<file path="src/rtl/rx_rr_arbiter_if.sv">
// Purpose: rx-port / input-FIFO bundle between the rx deserialisers and rx_rr_arbiter.
// Latency: none (signal bundle only).
// Backpressure: full from the FIFO side stalls the arbiter stage; item_read pops rx ports.
//   valid     rx port i holds a complete item (DIRS bits)
//   items     flattened rx items, port i at [i*ITEM_W +: ITEM_W]
//   item_read one-hot pop strobe back to the rx ports
//   full      FIFO full
//   item_out  staged item to the FIFO item_in
//   write     FIFO write strobe
// Modports: slave = arbiter view, master = rx ports + FIFO view.
interface rx_rr_arbiter_if #(
    parameter int DIRS   = 5,
    parameter int ITEM_W = 16
) ();
    logic [DIRS-1:0]        valid;
    logic [DIRS*ITEM_W-1:0] items;
    logic [DIRS-1:0]        item_read;
    logic                   full;
    logic [ITEM_W-1:0]      item_out;
    logic                   write;

    modport slave (
        input  valid, items, full,
        output item_read, item_out, write
    );

    modport master (
        output valid, items, full,
        input  item_read, item_out, write
    );
endinterface

</file>
<file path="src/rtl/rx_rr_arbiter.sv">
// Purpose: round-robin arbiter from DIRS rx deserialisers (0=N,1=E,2=S,3=W,4=L) into the shared input FIFO.
// Latency: one registered stage; an item read this cycle is written to the FIFO next cycle if not full.
// Backpressure: while full holds the stage, no grants occur and item_out stays stable; 1 item/cycle otherwise.
// Ports:
//   clk        rising-edge clock
//   reset      asynchronous, active-high; discards any staged item
//   bus        rx_rr_arbiter_if.slave (valid, items, item_read, full, item_out, write)
//   grant_cnt  DIRS x 16-bit saturating per-port grant counters (only when ARB_STATS_EN is defined)
// Optional feature macro: ARB_STATS_EN
module rx_rr_arbiter #(
    parameter int DIRS   = 5,
    parameter int ITEM_W = 16
) (
    input  logic               clk,
    input  logic               reset,
`ifdef ARB_STATS_EN
    output logic [DIRS*16-1:0] grant_cnt,
`endif
    rx_rr_arbiter_if.slave     bus
);
    localparam int PTR_W = (DIRS > 1) ? $clog2(DIRS) : 1;

    // ptr holds the last granted port; search starts just after it.
    logic [PTR_W-1:0]  ptr;
    logic              out_valid;
    logic [ITEM_W-1:0] out_item;

    logic              gnt_found;
    logic [PTR_W-1:0]  gnt_idx;
    logic [DIRS-1:0]   gnt_oh;
    logic [ITEM_W-1:0] gnt_item;
    logic              slot_free;
    logic              do_grant;

    // Rotating priority scan: ptr+1, ptr+2, ... wrapping at DIRS; the
    // first requester seen wins. Scanning offsets 1..DIRS makes the last
    // granted port the lowest priority, which is what prevents starvation.
    always_comb begin
        int cand;
        cand      = 0;
        gnt_found = 1'b0;
        gnt_idx   = '0;
        gnt_oh    = '0;
        gnt_item  = '0;
        for (int k = 1; k <= DIRS; k++) begin
            cand = (int'(ptr) + k) % DIRS;
            if (!gnt_found && bus.valid[cand]) begin
                gnt_found    = 1'b1;
                gnt_idx      = PTR_W'(cand);
                gnt_oh[cand] = 1'b1;
                gnt_item     = bus.items[cand*ITEM_W +: ITEM_W];
            end
        end
    end

    // The stage can accept a new item if empty or emptying this cycle,
    // so a write and a grant can overlap for full throughput.
    assign bus.write     = out_valid & ~bus.full;
    assign slot_free     = ~out_valid | bus.write;
    assign do_grant      = slot_free & gnt_found;
    assign bus.item_read = do_grant ? gnt_oh : '0;
    assign bus.item_out  = out_item;

    always_ff @(posedge clk or posedge reset) begin
        if (reset) begin
            ptr       <= PTR_W'(DIRS - 1);
            out_valid <= 1'b0;
            out_item  <= '0;
        end else if (do_grant) begin
            // items[g] is captured here; the rx port moves on next cycle.
            ptr       <= gnt_idx;
            out_valid <= 1'b1;
            out_item  <= gnt_item;
        end else if (bus.write) begin
            out_valid <= 1'b0;
        end
    end

`ifdef ARB_STATS_EN
    logic [15:0] cnt [DIRS];

    always_ff @(posedge clk or posedge reset) begin
        if (reset) begin
            for (int i = 0; i < DIRS; i++) cnt[i] <= '0;
        end else begin
            for (int i = 0; i < DIRS; i++) begin
                if (bus.item_read[i] && cnt[i] != 16'hFFFF) cnt[i] <= cnt[i] + 16'd1;
            end
        end
    end

    for (genvar gi = 0; gi < DIRS; gi++) begin : g_cnt_out
        assign grant_cnt[gi*16 +: 16] = cnt[gi];
    end
`endif

    a_read_onehot: assert property (@(posedge clk) disable iff (reset) $onehot0(bus.item_read));
    a_read_needs_slot: assert property (@(posedge clk) disable iff (reset) (|bus.item_read) |-> slot_free);
endmodule

</file>
<file path="src/flat_wrapper.sv">
// flat-port wrapper written by rule: the top's interface ports become plain ports
module rx_rr_arbiter_flat 
#(
    parameter int DIRS   = 5,
    parameter int ITEM_W = 16
)
  (clk, reset, bus_valid, bus_items, bus_full, bus_item_read, bus_item_out, bus_write);
  rx_rr_arbiter_if #(.DIRS(DIRS), .ITEM_W(ITEM_W)) bus_i ();
  input  logic clk;
  input  logic reset;
  input wire logic [$bits(bus_i.valid)-1:0] bus_valid;
  input wire logic [$bits(bus_i.items)-1:0] bus_items;
  input wire logic [$bits(bus_i.full)-1:0] bus_full;
  output wire logic [$bits(bus_i.item_read)-1:0] bus_item_read;
  output wire logic [$bits(bus_i.item_out)-1:0] bus_item_out;
  output wire logic [$bits(bus_i.write)-1:0] bus_write;
  assign bus_i.valid = bus_valid;
  assign bus_i.items = bus_items;
  assign bus_i.full = bus_full;
  assign bus_item_read = bus_i.item_read;
  assign bus_item_out = bus_i.item_out;
  assign bus_write = bus_i.write;
  rx_rr_arbiter #(.DIRS(DIRS), .ITEM_W(ITEM_W)) u_core (.clk(clk), .reset(reset), .bus(bus_i));
endmodule
</file>
<file path="config.mk">
export PLATFORM = sky130hd
export DESIGN_NAME = rx_rr_arbiter_flat
export DESIGN_NICKNAME = d
export VERILOG_FILES = /design/src/rtl/rx_rr_arbiter_if.sv /design/src/rtl/rx_rr_arbiter.sv /design/src/flat_wrapper.sv
export SDC_FILE = /design/constraint.sdc
export NUM_CORES = 1
export LEC_CHECK = 0
export ABC_AREA = 1
export CAP_MARGIN = 10
export CORE_ASPECT_RATIO = 0.7
export CORE_MARGIN = 2
export CORE_UTILIZATION = 55
export DETAILED_ROUTE_END_ITERATION = 7
export PLACE_DENSITY = 0.89
export SLEW_MARGIN = 20
export SYNTH_ARGS = -nofsm -noshare
export SYNTH_HDL_FRONTEND = slang
export SYNTH_SLANG_ARGS = --single-unit
export TNS_END_PERCENT = 30
</file>
<file path="constraint.sdc">
create_clock -name clk -period 6.4 [get_ports clk]
set_input_delay 0.96 -clock clk [delete_from_list [all_inputs] [get_ports clk]]
set_output_delay 0.96 -clock clk [all_outputs]
set_load 0.05 [all_outputs]
</file>
==> reports/metrics.yaml <==
status: "finished, final reports clean"
worst-setup-path-type: "reg -> out"
worst_pin_slew_ns: 1.11
finalCritPeriodShare: 0.940
critPathArrivalTime_ns: 5.06
startpoint_type: "flop"
cp-end-kind: "output pin"
core.rowCount: 37
clockBufferDepth: 2
ys_top_cells_by_area: "nand2_1, nor2_1, o21ai_0"
start_util: 0.568
overflow: 0
critical_path_required_ns: 5.44
numCtsBuffers: 3
skew_ns: 0.00382
ys_warn_count: 0
grt_pass1_wl_mm: 52.6
fin_nets: 1878
core_mm2: 0.0148
clk_latency_ns: 0.25
num_vias: 11465
tritoncts: "built"
antenna_found_initial: 0
fp.dieH_um: 107
routed_wl_mm: 34.2
rsz0062_at_grt: "no"
first_pass_iters: 6
avgViaCountPerCell: 5.88
drc: 0
htreeDepth: 1
ys.flop_type: "dfrtp_1"
synth_edf_count: 0
die_x_um: 152
hold_violations: 0
cts_hold_buffers: 0
synth_area_mm2: 0.00841
hold_class: "reg -> reg"
synth_cell_types: 51
maxSlewViolCount: 0
cts_root_buf: "clkbuf_16"
cts.clk_slew.worst_paths_ns: 0.06
crit_path_max_fanout: 17
slew-limit-headroom: 0.258
cts.sinks: 20
ys_seq_area_frac: 0.0597
async_flop_share: 1.00
yosysMostFrequentCell: "nand2_1"
max_clock_freq_mhz: 166
place_congestion: 1.07
wl_per_cell_um: 17.5
synth_common_cells: "nand2_1, nor2_1, inv_1"
num_io_pins: 110
maxCapViolCount: 0
yosysTopAreaCell: "nand2_1"
die-area_mm2: 0.0163
grt_start_max_net_pins: 57
initialDrtViolationCount: 1949
tns_ns: 0
diodes: 0
grt_util_all_layers: 0.409
nFillCells: 1516
setup_viol: 0
syn_to_final_growth_pct: 15.0
synth_cells: 1709
yosysTopAreaCellShare: 0.300
portBuffers: 109
fin_util: 0.653
synth_area_per_cell_um2: 4.92
ant_nets: 0
grt_pass1_vias: 9968
ys_ff_latch: 20
drive_gt1_frac: 0.0757
dp_hpwl_mm: 25.2
fin_crit_ns: 6.02
syn_nets: 1830
==> path summary, 6_finish.rpt <==
| path | from | endpoint | slack, ns | depth (start not counted) |
|---|---|---|---|---|
| min in group asynchronous | reset | u_core.bus.item_out[0] | 1.16 | 2 |
| max in group asynchronous | reset | u_core.ptr[1] | 4.70 | 2 |
| worst max-delay path | u_core.ptr[2] | bus_item_read[3] | 0.38 | 23 |
| worst max register to register | u_core.ptr[1] | u_core.bus.item_out[5] | 1.19 | 28 |
| worst min-delay path | u_core.bus.item_out[3] | u_core.bus.item_out[3] | 0.48 | 2 |
| worst min register to register | u_core.bus.item_out[3] | u_core.bus.item_out[3] | 0.48 | 2 |
==> cell type report <==
class,count,area [µm²],share of cell area
inverters,191,723,0.0748
well taps,195,244,0.0252
multi-input cells,1405,6750,0.698
repair buffers,136,1340,0.139
clock inverters,1,30.0,0.00311
flip-flops and latches,20,503,0.0520
clock buffers,3,75.1,0.00776
==> state kept, by name (all words and copies together), names as in the netlist <==
signal               count
u_core.ptr               3
u_core.out_valid         1
u_core.bus.item_out     16
==> layer usage <==
layer	track usage	up-vias	share of wire
met5	0	-	0
met4	0.144	0	0.034
met3	0.130	127	0.17
met2	0.561	932	0.38
met1	0.590	4879	0.41
li1	-	5527	-
==> placed cells by master (no fill, tap or decap), types with 17 or more instances in the layout <==
master and count:
nand4_1 30, clkdlybuf4s50_1 104, o211ai_1 45, inv_2 17
nand2_1 670, buf_4 27, nand3_1 126, dfrtp_1 18
a21oi_1 45, nor2_1 199, inv_1 168, nand2_2 28
ha_1 33, o21ai_0 144
==> what timing repair did <==
item | CTS | global route
setup buffers | 0 | 0
gates resized for setup | 0 | 3
setup endpoints to repair | 0 | 5
==> logic make-up (layout without fill, tap and decap cells) <==
family,count (synthesis),in the layout,share of synthesized area
simple gates,1107,1107,0.569
buf+inv,284,331,0.140
compound gates,258,258,0.175
fa+ha+maj,33,33,0.0491
flops,20,20,0.0597
xor+xnor,7,7,0.00818
==> stage by stage <==
| stage | hold WS, ns | area, µm² | setup slack [ns] | instances |
|---|---|---|---|---|
| 5_1_grt | 0.495 | 9670 | 0.0361 | 1951 |
| 3_3_place_gp | 0.462 | 9550 | 0.779 | 1947 |
| 4_1_cts | 0.481 | 9660 | 0.250 | 1951 |
| 6_report | 0.475 | 9670 | 0.384 | 1951 |
| 3_5_place_dp | 0.465 | 9550 | 0.519 | 1947 |
| 2_1_floorplan | 0.480 | 8410 | 0.922 | 1709 |
==> worst max-delay path, stage by stage (launching register included) <==
cell and delay, ns:
dfstp_2 0.70, inv_4 0.11, ha_1 0.36, inv_2 0.13, nand3b_1 0.10, nand2_2 0.11
xor2_2 0.21, ha_1 0.20, inv_1 0.07, a21oi_1 0.20, o21ai_2 0.13, nand2_1 0.10
nand2_2 0.16, inv_2 0.26, nand2_2 0.20, a211oi_2 0.21, nor2_2 0.12, a21oi_4 0.35
buf_4 0.31, nand3_1 0.15, nor2_1 0.13, nor2_1 0.06, a21oi_1 0.23, buf_12 0.18
Power is left out: the tool's default activity adds up to more than one toggle a clock period on the data nets, which glitch-free logic cannot reach.
